File: src/rtl/coke_vend_ctrl.sv
// Transaction controller for the Coke vending machine: accumulates coins, decides
// sale/refund, pulses dispense, and drives credit/change plus the display mux select.
module coke_vend_ctrl #(
    parameter int unsigned PRICE = 7,
    parameter int unsigned HOLD  = 4
) (
    input  logic       clk,
    input  logic       rst_n,
    input  logic       coin1,
    input  logic       coin5,
    input  logic       buy,
    input  logic       cancel,
    output logic [3:0] credit,
    output logic [3:0] change,
    output logic       show_change,
    output logic       dispense,
    output logic       coin_reject,
    output logic       short
);

    localparam int unsigned CW = 4;
    localparam int unsigned SW = 5;
    localparam int unsigned HW = 8;

    localparam logic [SW-1:0] MAX_CREDIT = SW'(15);
    localparam logic [SW-1:0] PRICE_W    = SW'(PRICE);
    localparam logic [CW-1:0] PRICE_C    = CW'(PRICE);
    localparam logic [HW-1:0] HOLD_LOAD  = HW'(HOLD - 1);

    typedef enum logic [1:0] {
        ST_IDLE  = 2'd0,
        ST_ACCUM = 2'd1,
        ST_SHOW  = 2'd2
    } state_t;

    state_t          r_state;
    logic [HW-1:0]   r_hold;
    logic [CW-1:0]   r_credit;
    logic [CW-1:0]   r_change;
    logic            r_show;
    logic            r_dispense;
    logic            r_reject;
    logic            r_short;

    state_t          w_state_nxt;
    logic [HW-1:0]   w_hold_nxt;
    logic [CW-1:0]   w_credit_nxt;
    logic [CW-1:0]   w_change_nxt;
    logic            w_show_nxt;
    logic            w_dispense_nxt;
    logic            w_reject_nxt;
    logic            w_short_nxt;

    logic            w_coin_any;
    logic [SW-1:0]   w_sum;
    logic [SW-1:0]   w_total;
    logic            w_can_pay;

    // Coin arithmetic is done in 5 bits so an overflow past 15 is visible.
    assign w_coin_any = coin1 | coin5;
    assign w_sum      = (coin1 ? SW'(1) : SW'(0)) + (coin5 ? SW'(5) : SW'(0));
    assign w_total    = {1'b0, r_credit} + w_sum;
    assign w_can_pay  = ({1'b0, r_credit} >= PRICE_W);

    // State and all registered outputs.
    always_ff @(posedge clk or negedge rst_n) begin
        if (!rst_n) begin
            r_state    <= ST_IDLE;
            r_hold     <= '0;
            r_credit   <= '0;
            r_change   <= '0;
            r_show     <= 1'b0;
            r_dispense <= 1'b0;
            r_reject   <= 1'b0;
            r_short    <= 1'b0;
        end else begin
            r_state    <= w_state_nxt;
            r_hold     <= w_hold_nxt;
            r_credit   <= w_credit_nxt;
            r_change   <= w_change_nxt;
            r_show     <= w_show_nxt;
            r_dispense <= w_dispense_nxt;
            r_reject   <= w_reject_nxt;
            r_short    <= w_short_nxt;
        end
    end

    // Next state and next output values; priority cancel > buy > coins.
    always_comb begin
        w_state_nxt    = r_state;
        w_hold_nxt     = r_hold;
        w_credit_nxt   = r_credit;
        w_change_nxt   = r_change;
        w_show_nxt     = r_show;
        w_dispense_nxt = 1'b0;
        w_reject_nxt   = 1'b0;
        w_short_nxt    = 1'b0;

        case (r_state)
            ST_IDLE, ST_ACCUM: begin
                if (cancel) begin
                    w_reject_nxt = w_coin_any;
                    if (r_state == ST_ACCUM) begin
                        w_change_nxt = r_credit;
                        w_credit_nxt = '0;
                        w_show_nxt   = 1'b1;
                        w_hold_nxt   = HOLD_LOAD;
                        w_state_nxt  = ST_SHOW;
                    end
                end else if (buy) begin
                    w_reject_nxt = w_coin_any;
                    if (w_can_pay) begin
                        w_dispense_nxt = 1'b1;
                        w_change_nxt   = r_credit - PRICE_C;
                        w_credit_nxt   = '0;
                        w_show_nxt     = 1'b1;
                        w_hold_nxt     = HOLD_LOAD;
                        w_state_nxt    = ST_SHOW;
                    end else begin
                        w_short_nxt = 1'b1;
                    end
                end else if (w_coin_any) begin
                    if (w_total <= MAX_CREDIT) begin
                        w_credit_nxt = w_total[CW-1:0];
                        w_state_nxt  = ST_ACCUM;
                    end else begin
                        w_reject_nxt = 1'b1;
                    end
                end
            end
            ST_SHOW: begin
                w_reject_nxt = w_coin_any;
                if (r_hold == '0) begin
                    w_change_nxt = '0;
                    w_show_nxt   = 1'b0;
                    w_state_nxt  = ST_IDLE;
                end else begin
                    w_hold_nxt = r_hold - HW'(1);
                end
            end
            default: begin
                w_state_nxt = ST_IDLE;
            end
        endcase
    end

    assign credit      = r_credit;
    assign change      = r_change;
    assign show_change = r_show;
    assign dispense    = r_dispense;
    assign coin_reject = r_reject;
    assign short       = r_short;

endmodule
File: config.mk
export PLATFORM = sky130hd
export DESIGN_NAME = coke_vend_ctrl
export DESIGN_NICKNAME = d
export VERILOG_FILES = /design/src/rtl/coke_vend_ctrl.sv
export SDC_FILE = /design/constraint.sdc
export NUM_CORES = 1
export LEC_CHECK = 0
export CORE_ASPECT_RATIO = 0.5
export CORE_UTILIZATION = 30
export CTS_CLUSTER_DIAMETER = 120
export DETAILED_ROUTE_END_ITERATION = 8
export PLACE_DENSITY_LB_ADDON = 0.1
export REMOVE_ABC_BUFFERS = 1
export SETUP_SLACK_MARGIN = 0.02
export SLEW_MARGIN = 20
export SYNTH_ARGS = -nofsm -noshare
export SYNTH_HDL_FRONTEND = slang
export SYNTH_SLANG_ARGS = --single-unit
File: constraint.sdc
create_clock -name clk -period 2.6 [get_ports clk]
set_input_delay 0.65 -clock clk [delete_from_list [all_inputs] [get_ports clk]]
set_output_delay 0.65 -clock clk [all_outputs]
set_load 0.05 [all_outputs]
==> run metrics, run 1 <==
Syn Std Cell Area=1240 sq um; unrepaired setup endpoints after global routing=false; Wirelength per Cell=about 13 um; # DRC=0; Synth cell types=35; Die Ht=~48 um; synthesized flop and latch total=22; Placed Cells incl. Taps=203; CP startpoint=coin1; CORE AREA=~3900 sq um; Clock Skew=3.90 ps; min cycle time layout=2480 ps; Slew @ Worst Pin=roughly 570 ps; Setup crit end kind=flop; clock root cell=clkbuf_8; post-synth top area cell=dfrtp_1; GP Congestion=just under 0.8; VDD IR max=roughly 0.48 mV; total grt overflow=0; # fillers=around 400; Max clock buf depth=2; Register-to-Register Path Depth=6; first-pass GRT wire length=between 4 and 5 mm; Critical R2R Capture=credit[3]; Die Width=93.1 um; cell count after synthesis=124; I/O Pins=18; WHS=roughly 500 ps; CP Data Required Time=2810 ps; DP Worst Slack=-261 ps; largest net degree at the start of global routing=23; Hold Startpoint=show_change; clock net sink count=22; Mapped Avg Cell Area=10.0 sq um; Syn-to-layout area delta=31.0%; CP startpoint kind=primary input; sequential element share of the synthesized area=44.3%; status=completed; Lkg Pwr=0.000748 uW; Worst EP arrival=2690 ps; Port Buffers=17; number of global-route vias before repair=941; CTS tree=yes; commonest non-fill, non-tap cell in the layout=dfrtp_1; DRT iter0 DRCs=17; Worst Hold End=show_change; Starting Density=a little under a third; final std cells w/o fill=208; PD cells=1080 nW/um^2; Slew headroom=60.8%; commonest cells after routing, fill and taps aside=22 x dfrtp_1, 17 x clkdlybuf4s50_1, 14 x nand2_1; share of cells above drive strength 1=between 10% and 20%; min-delay worst type=flop to flop; top-area cell type share of the netlist area=44.3%; R2R Setup Slk=520 ps; Post-DRT Antenna Nets=0; Worst Hold Depth=1; fmax=0.403 GHz; FF-to-FF Start=credit[0]; yosys warns=0; worst setup path category=primary input to flop; TritonCTS buffer count=3; number of antenna violations at the first check in global routing=0; top post-synthesis cells by area=dfrtp_1 44%, ha_1 5.0%, nand2b_1 5.0%, mux2i_1 4.8%, nand2_1 4.2%; Slew Limit Fails=0; Worst Path Max Fanout=5; routed vias/inst=4.85; DP HPWL=2.02 mm; Initial DRT Pass Iterations=4; # diodes=0; Hold Vio Cnt, Final=0; Setup Viol. Count Final=0; WL final=2.74 mm; fin crit share=95.4%; Final WS setup=119 ps; DR vias=1009; CTS H-tree lvls=1; Max Cap Viol=0; Worst-path clk slew=80 ps; FP Rows=16; worst skew pair latency=around 260 ps; total global-route track usage=between 10% and 20%; setup_tns=0 ps; Total Nets Final=167; Die ar.=around 4400 sq um
==> worst max path at each step <==
stage,to,slack (ps),cells past startpoint
2_1_floorplan,credit[3],330,6
3_3_place_gp,credit[2],-170,7
3_5_place_dp,credit[2],-260,7
4_1_cts,credit[2],30,7
5_1_grt,credit[3],30,7
6_report,credit[3],120,7
==> synth_stat cells, drive strengths merged <==
| library cell | count |
|---|---|
| a211oi | 2 |
| nand2 | 14 |
| inv | 7 |
| o2111ai | 1 |
| o211a | 1 |
| o21ai | 4 |
| and3 | 2 |
| dfrtp | 22 |
| mux2i | 6 |
| a22oi | 1 |
| a22o | 3 |
| or4 | 3 |
| and2 | 1 |
| a2111oi | 3 |
| a31oi | 3 |
| or3b | 1 |
| o211ai | 2 |
| or3 | 3 |
| a21o | 6 |
| a21boi | 1 |
| fa | 1 |
| nand2b | 10 |
| clkbuf | 2 |
| nand3 | 3 |
| o21bai | 1 |
| ha | 5 |
| a21oi | 3 |
| nor3 | 1 |
| o2bb2ai | 1 |
| nor2 | 4 |
| xnor2 | 4 |
| o41ai | 1 |
| buf | 1 |
| o21ba | 1 |
==> per-stage QoR <==
step / instance area (sq um) / total power [uW] / utilization (%)
after floorplan: 1230 / 1200 / -
after global placement: 1550 / 1500 / 39.3
after detailed placement: 1550 / 1500 / 39.3
after CTS: 1610 / 1760 / 40.9
after global routing: 1630 / 1890 / 41.3
final: 1630 / 1750 / 41.3
==> power by group <==
group | total, uW | switching, uW | leakage (uW) | internal [uW]
logic | 919 | 536 | 0.000434 | 382
registers | 585 | 120 | 0.000286 | 466
clock network | 251 | 116 | 0.0000288 | 135
total | 1750 | 772 | 0.000748 | 983
==> state kept, by name (all words and copies together) (netlist names) <==
register,count
change,4
coin_reject,1
credit,4
dispense,1
r_hold,8
r_state,2
short,1
show_change,1
==> repair_timing <==
item / 4_1_cts / 5_1_grt
buffers inserted: 0 / 1
gates resized for setup: 1 / 3
hold buffers: 0 / 0
pin swaps: 0 / 1
endpoints found under the setup margin: 2 / 2
==> metal layers <==
layer  track usage, %  routed length (um)  vias to the layer above
met5                0                   0                        -
met4             3.69                   0                        0
met3             4.29                  90                        0
met2             22.4                1230                       18
met1             18.1                1420                      478
li1                 -                   -                      513
==> area by class of cell <==
| cell class | instances | area, sq um | share of cell area, % |
|---|---|---|---|
| repair buffers | 29 | 260 | 16.0 |
| clock buffers | 4 | 55.1 | 3.38 |
| multi-input cells | 92 | 669 | 41.1 |
| inverters | 7 | 26.3 | 1.61 |
| well taps | 54 | 67.6 | 4.15 |
| flip-flops and latches | 22 | 551 | 33.8 |
==> cells by family after synthesis <==
logic type / Yosys count / synth area share (%)
XOR/XNOR: 4 / 2.82
adder cells (fa/ha/maj): 6 / 6.64
AO/OA/AOI/OAI: 34 / 20.4
buffers and inverters: 10 / 3.12
multiplexers: 6 / 4.83
AND/OR/NAND/NOR: 42 / 17.9
flip-flops: 22 / 44.3
==> worst max-delay path, stage by stage <==
cell,delay [ps]
clkdlybuf4s50_1,460
fa_2,410
ha_1,220
a21oi_2,180
o2111ai_2,200
or4_1,500
nand2_1,80
Note: power is estimated with default switching activity, not from simulation.
==> inputs of run 2 (changes only) <==
--- a/config.mk
+++ b/config.mk
@@ -6,7 +6,7 @@
 export NUM_CORES = 1
 export LEC_CHECK = 0
 export CORE_ASPECT_RATIO = 0.5
-export CORE_UTILIZATION = 30
+export CORE_UTILIZATION = 32
 export CTS_CLUSTER_DIAMETER = 120
 export DETAILED_ROUTE_END_ITERATION = 8
 export PLACE_DENSITY_LB_ADDON = 0.1
==> run metrics, run 2 (synthesis gave the netlist of run 1 again) <==
Max Cap Viol=0; Die ar.=4160 sq um; Setup crit end kind=flop; Clock Skew=4.98 ps; CTS H-tree lvls=1; fin crit share=95.5%; Worst Path Max Fanout=5; Lkg Pwr=0.000754 uW; Initial DRT Pass Iterations=4; Critical R2R Capture=credit[3]; Worst-path clk slew=80 ps; WL final=between 2 and 3 mm; min-delay worst type=flop to flop; worst setup path category=primary input to flop; first-pass GRT wire length=4.64 mm; DP HPWL=2.01 mm; Slew @ Worst Pin=548 ps; most flop-heavy register=r_hold; Final WS setup=116 ps; Starting Density=34.9%; CORE AREA=between 3000 and 4000 sq um; Max clock buf depth=2; commonest cells after routing, fill and taps aside=22 x dfrtp_1, 17 x clkdlybuf4s50_1, 14 x nand2_1; CP startpoint kind=primary input; clock root cell=clkbuf_8; placed cell area=1550 sq um; Wirelength per Cell=13.6 um; setup_tns=0 ps; # diodes=0; Total Nets Final=167; unrepaired setup endpoints after global routing=false; GP Congestion=0.810; Die Ht=roughly 46 um; Worst EP arrival=between 2000 and 3000 ps; Placed Cells incl. Taps=200; TritonCTS buffer count=3; FP Rows=15; Setup Viol. Count Final=0; Worst Hold End=show_change; I/O Pins=18; number of antenna violations at the first check in global routing=0; number of flip-flops in the largest register=8; clock net sink count=22; R2R Setup Slk=550 ps; # DRC=0; total grt overflow=0; CP Data Required Time=roughly 2800 ps; Post-DRT Antenna Nets=0; number of global-route vias before repair=around 960; PD cells=~1100 nW/um^2; min cycle time layout=2480 ps; routed vias/inst=4.88; DRT iter0 DRCs=13; Die Width=90.2 um; Slew headroom=a little over three fifths; Hold Vio Cnt, Final=0; largest net degree at the start of global routing=23; Hold Startpoint=show_change; Port Buffers=17; Register-to-Register Path Depth=6; hold buffer count at CTS=0; Worst Hold Depth=1; final std cells w/o fill=205; Slew Limit Fails=0; VDD IR max=between 0.5 and 0.6 mV; DR vias=1001; status=completed; CTS tree=yes; post-layout instance area=roughly 1600 sq um; FF-to-FF Start=credit[0]; worst skew pair latency=270 ps; Syn-to-layout area delta=31.3%; DP Worst Slack=-288 ps; commonest non-fill, non-tap cell in the layout=dfrtp_1; total global-route track usage=14.8%; fmax=0.403 GHz; share of cells above drive strength 1=between 15 and 20%
run 2: cell counts in the layout (fill, tap and decap cells not counted):
Identical to the previous run, type by type.
run 2: worst max-delay path by stage:
| stage | start | to | slack [ps] | cells past startpoint |
|---|---|---|---|---|
| 4_1_cts | coin1 | credit[2] | 60 | 7 |
| 3_3_place_gp | coin1 | credit[2] | -190 | 7 |
| 6_report | coin1 | credit[3] | 120 | 7 |
| 2_1_floorplan | coin1 | credit[3] | 330 | 6 |
| 5_1_grt | coin1 | credit[3] | 50 | 7 |
| 3_5_place_dp | coin1 | credit[2] | -290 | 7 |
run 2: final cells by class:
| cell class | count | area, sq um |
|---|---|---|
| clock buffers | 4 | 55.1 |
| fillers | 350 | 1930 |
| inverters | 7 | 26.3 |
| multi-input cells | 92 | 677 |
| flip-flops and latches | 22 | 551 |
| well taps | 51 | 63.8 |
| repair buffers | 29 | 260 |
run 2: critical path, cell delays in order:
cell and delay, ps:
clkdlybuf4s50_1 470, fa_2 420, ha_1 210, a21oi_2 180, o2111ai_2 200, or4_1 490
nand2_1 70
run 2: where the power goes:
group | internal, uW | leakage (uW) | switching, uW
logic | 385 | 0.000439 | 544
clock network | 135 | 0.0000288 | 118
registers | 466 | 0.000286 | 118
total | 986 | 0.000754 | 780
run 2: what timing repair did:
item                       in CTS  in global routing
resized for setup               2                  3
setup buffers                   0                  1
setup endpoints to repair       1                  2
pin swaps                       0                  1
gates cloned                    0                  0
run 2: metrics by stage:
stage	power [uW]	hold slack (ps)	util [%]
floorplan	1200	354	-
global placement	1500	460	43.4
detailed placement	1500	468	43.4
CTS	1770	484	45.2
global route	1890	512	45.8
finish	1770	485	45.8
run 2: routing by layer:
layer | global-route usage [%] | vias to the layer above | wire, um
met4 | 2.90 | 0 | 12
met3 | 4.46 | 2 | 94
met2 | 24.0 | 13 | 1210
met1 | 20.1 | 474 | 1470
li1 | - | 512 | -
met5 | 0 | - | 0
==> inputs of run 3 (changes only) <==
--- a/config.mk
+++ b/config.mk
@@ -9,7 +9,6 @@
 export CORE_UTILIZATION = 32
 export CTS_CLUSTER_DIAMETER = 120
 export DETAILED_ROUTE_END_ITERATION = 8
-export PLACE_DENSITY_LB_ADDON = 0.1
 export REMOVE_ABC_BUFFERS = 1
 export SETUP_SLACK_MARGIN = 0.02
 export SLEW_MARGIN = 20
==> constraint.sdc (replaced) <==
create_clock -name clk -period 2.7 [get_ports clk]
set_input_delay 0.675 -clock clk [delete_from_list [all_inputs] [get_ports clk]]
set_output_delay 0.675 -clock clk [all_outputs]
set_load 0.05 [all_outputs]
==> run metrics, run 3 (synthesis gave the netlist of run 1 again) <==
status=completed; Worst Hold End=show_change; postcts setup bufs=0; number of flip-flops in the largest register=8; fin crit share=94.6%; # diodes=0; VDD IR max=0.478 mV; # DRC=0; Starting Density=approximately a third; Worst Hold Depth=1; GR Layer Usage met2=24.9%; worst skew pair latency=260 ps; DR vias=roughly 1k; setup_tns=0 ps; largest net degree at the start of global routing=23; CTS resizes=0; commonest cells after routing, fill and taps aside=22 x dfrtp_1, 17 x clkdlybuf4s50_1, 14 x nand2_1; Clock Skew=1.66 ps; Most Used Layer, Global Route=met2; Setup Viol. Count Final=0; R2R Setup Slk=570 ps; CP startpoint kind=primary input; met1 usage=roughly 18%; final std cells w/o fill=205; I/O Pins=18; Port Buffers=17; number of global-route vias before repair=955; Hold Startpoint=show_change; Placed Cells incl. Taps=roughly 200; Die Ht=46.1 um; TritonCTS buffer count=3; most flop-heavy register=r_hold; FF-to-FF Start=credit[0]; Slew headroom=60.8%; Hold Vio Cnt, Final=0; Lkg Pwr=about 0.00075 uW; DRT iter0 DRCs=27; WL final=around 2.6 mm; WHS=491 ps; PD cells=1020 nW/um^2; Die Width=90.2 um; clock net sink count=22; total grt overflow=0; Die ar.=4160 sq um; Worst Path Max Fanout=4; CORE AREA=3570 sq um; FP Rows=15; number of antenna violations at the first check in global routing=0; total global-route track usage=14.1%; Slew @ Worst Pin=573 ps; Worst EP arrival=2750 ps; clock root cell=clkbuf_8; Setup crit end kind=flop; Register-to-Register Path Depth=6; Total Nets Final=168; min cycle time layout=2550 ps; Worst-path clk slew=80 ps; DP HPWL=around 2.0 mm; Post-DRT Antenna Nets=0; CTS H-tree lvls=1; Slew Limit Fails=0; CP Data Required Time=2900 ps; GRT met3 Usage=3.96%; Syn-to-layout area delta=30.1%; Max Cap Viol=0; CTS tree=yes; GP Congestion=0.756; share of cells above drive strength 1=between 10% and 20%; first-pass GRT wire length=~4.5 mm; worst setup path category=primary input to flop; Initial DRT Pass Iterations=3; hold buffer count at CTS=0; routed vias/inst=4.89; fmax=approximately 0.39 GHz; Max clock buf depth=2; Wirelength per Cell=roughly 13 um; commonest non-fill, non-tap cell in the layout=dfrtp_1; Critical R2R Capture=credit[3]; min-delay worst type=flop to flop
[run 3: cell types whose count changed in the layout (fill, tap and decap cells not counted)]
cell	before	now
and2_4	1	0
buf_4	12	13
fa_1	0	1
a21oi_1	2	3
and2_1	0	1
fa_2	1	0
clkbuf_8	4	3
a21oi_2	1	0
[run 3: per-layer routing]
layer	wire length, um	vias to the layer above	share of wire, %
met4	0	0	0
li1	-	510	-
met1	1350	484	52
met2	1200	9	46
met5	0	-	0
met3	66	0	2.5
[run 3: worst max path at each step]
stage	start	slack [ps]	end	cells past startpoint
after floorplan	coin1	400	credit[3]	6
after global placement	coin1	-60	credit[3]	7
after detailed placement	coin1	-170	credit[2]	7
after CTS	coin1	100	credit[2]	7
after global routing	coin1	-0.8	credit[2]	7
final	coin1	150	credit[3]	7
[run 3: stage by stage]
stage | power, uW | instance area [sq um] | setup WS [ps] | util (%)
after floorplan | 1160 | 1230 | 404 | -
after global placement | 1440 | 1560 | -55.0 | 43.8
after detailed placement | 1440 | 1560 | -171 | 43.8
after CTS | 1650 | 1600 | 103 | 45.0
after global routing | 1780 | 1620 | -0.811 | 45.4
final | 1650 | 1620 | 147 | 45.4
[run 3: final cells by class]
type	count	area, sq um
inverters	7	26.3
repair buffers	30	268
flip-flops and latches	22	551
well taps	51	63.8
fillers	354	1950
multi-input cells	92	668
clock buffers	3	41.3
[run 3: worst max-delay path, stage by stage]
cell             delay [ps]
clkdlybuf4s50_1         450
fa_1                    460
ha_1                    210
a21oi_1                 210
o2111ai_2               170
or4_1                   500
nand2_1                  90
[run 3: power by group]
group          internal (uW)  leakage (uW)  switching [uW]
combinational            371      0.000442             513
sequential               449      0.000286             114
clock                   99.6     0.0000216             105
total                    919      0.000750             733
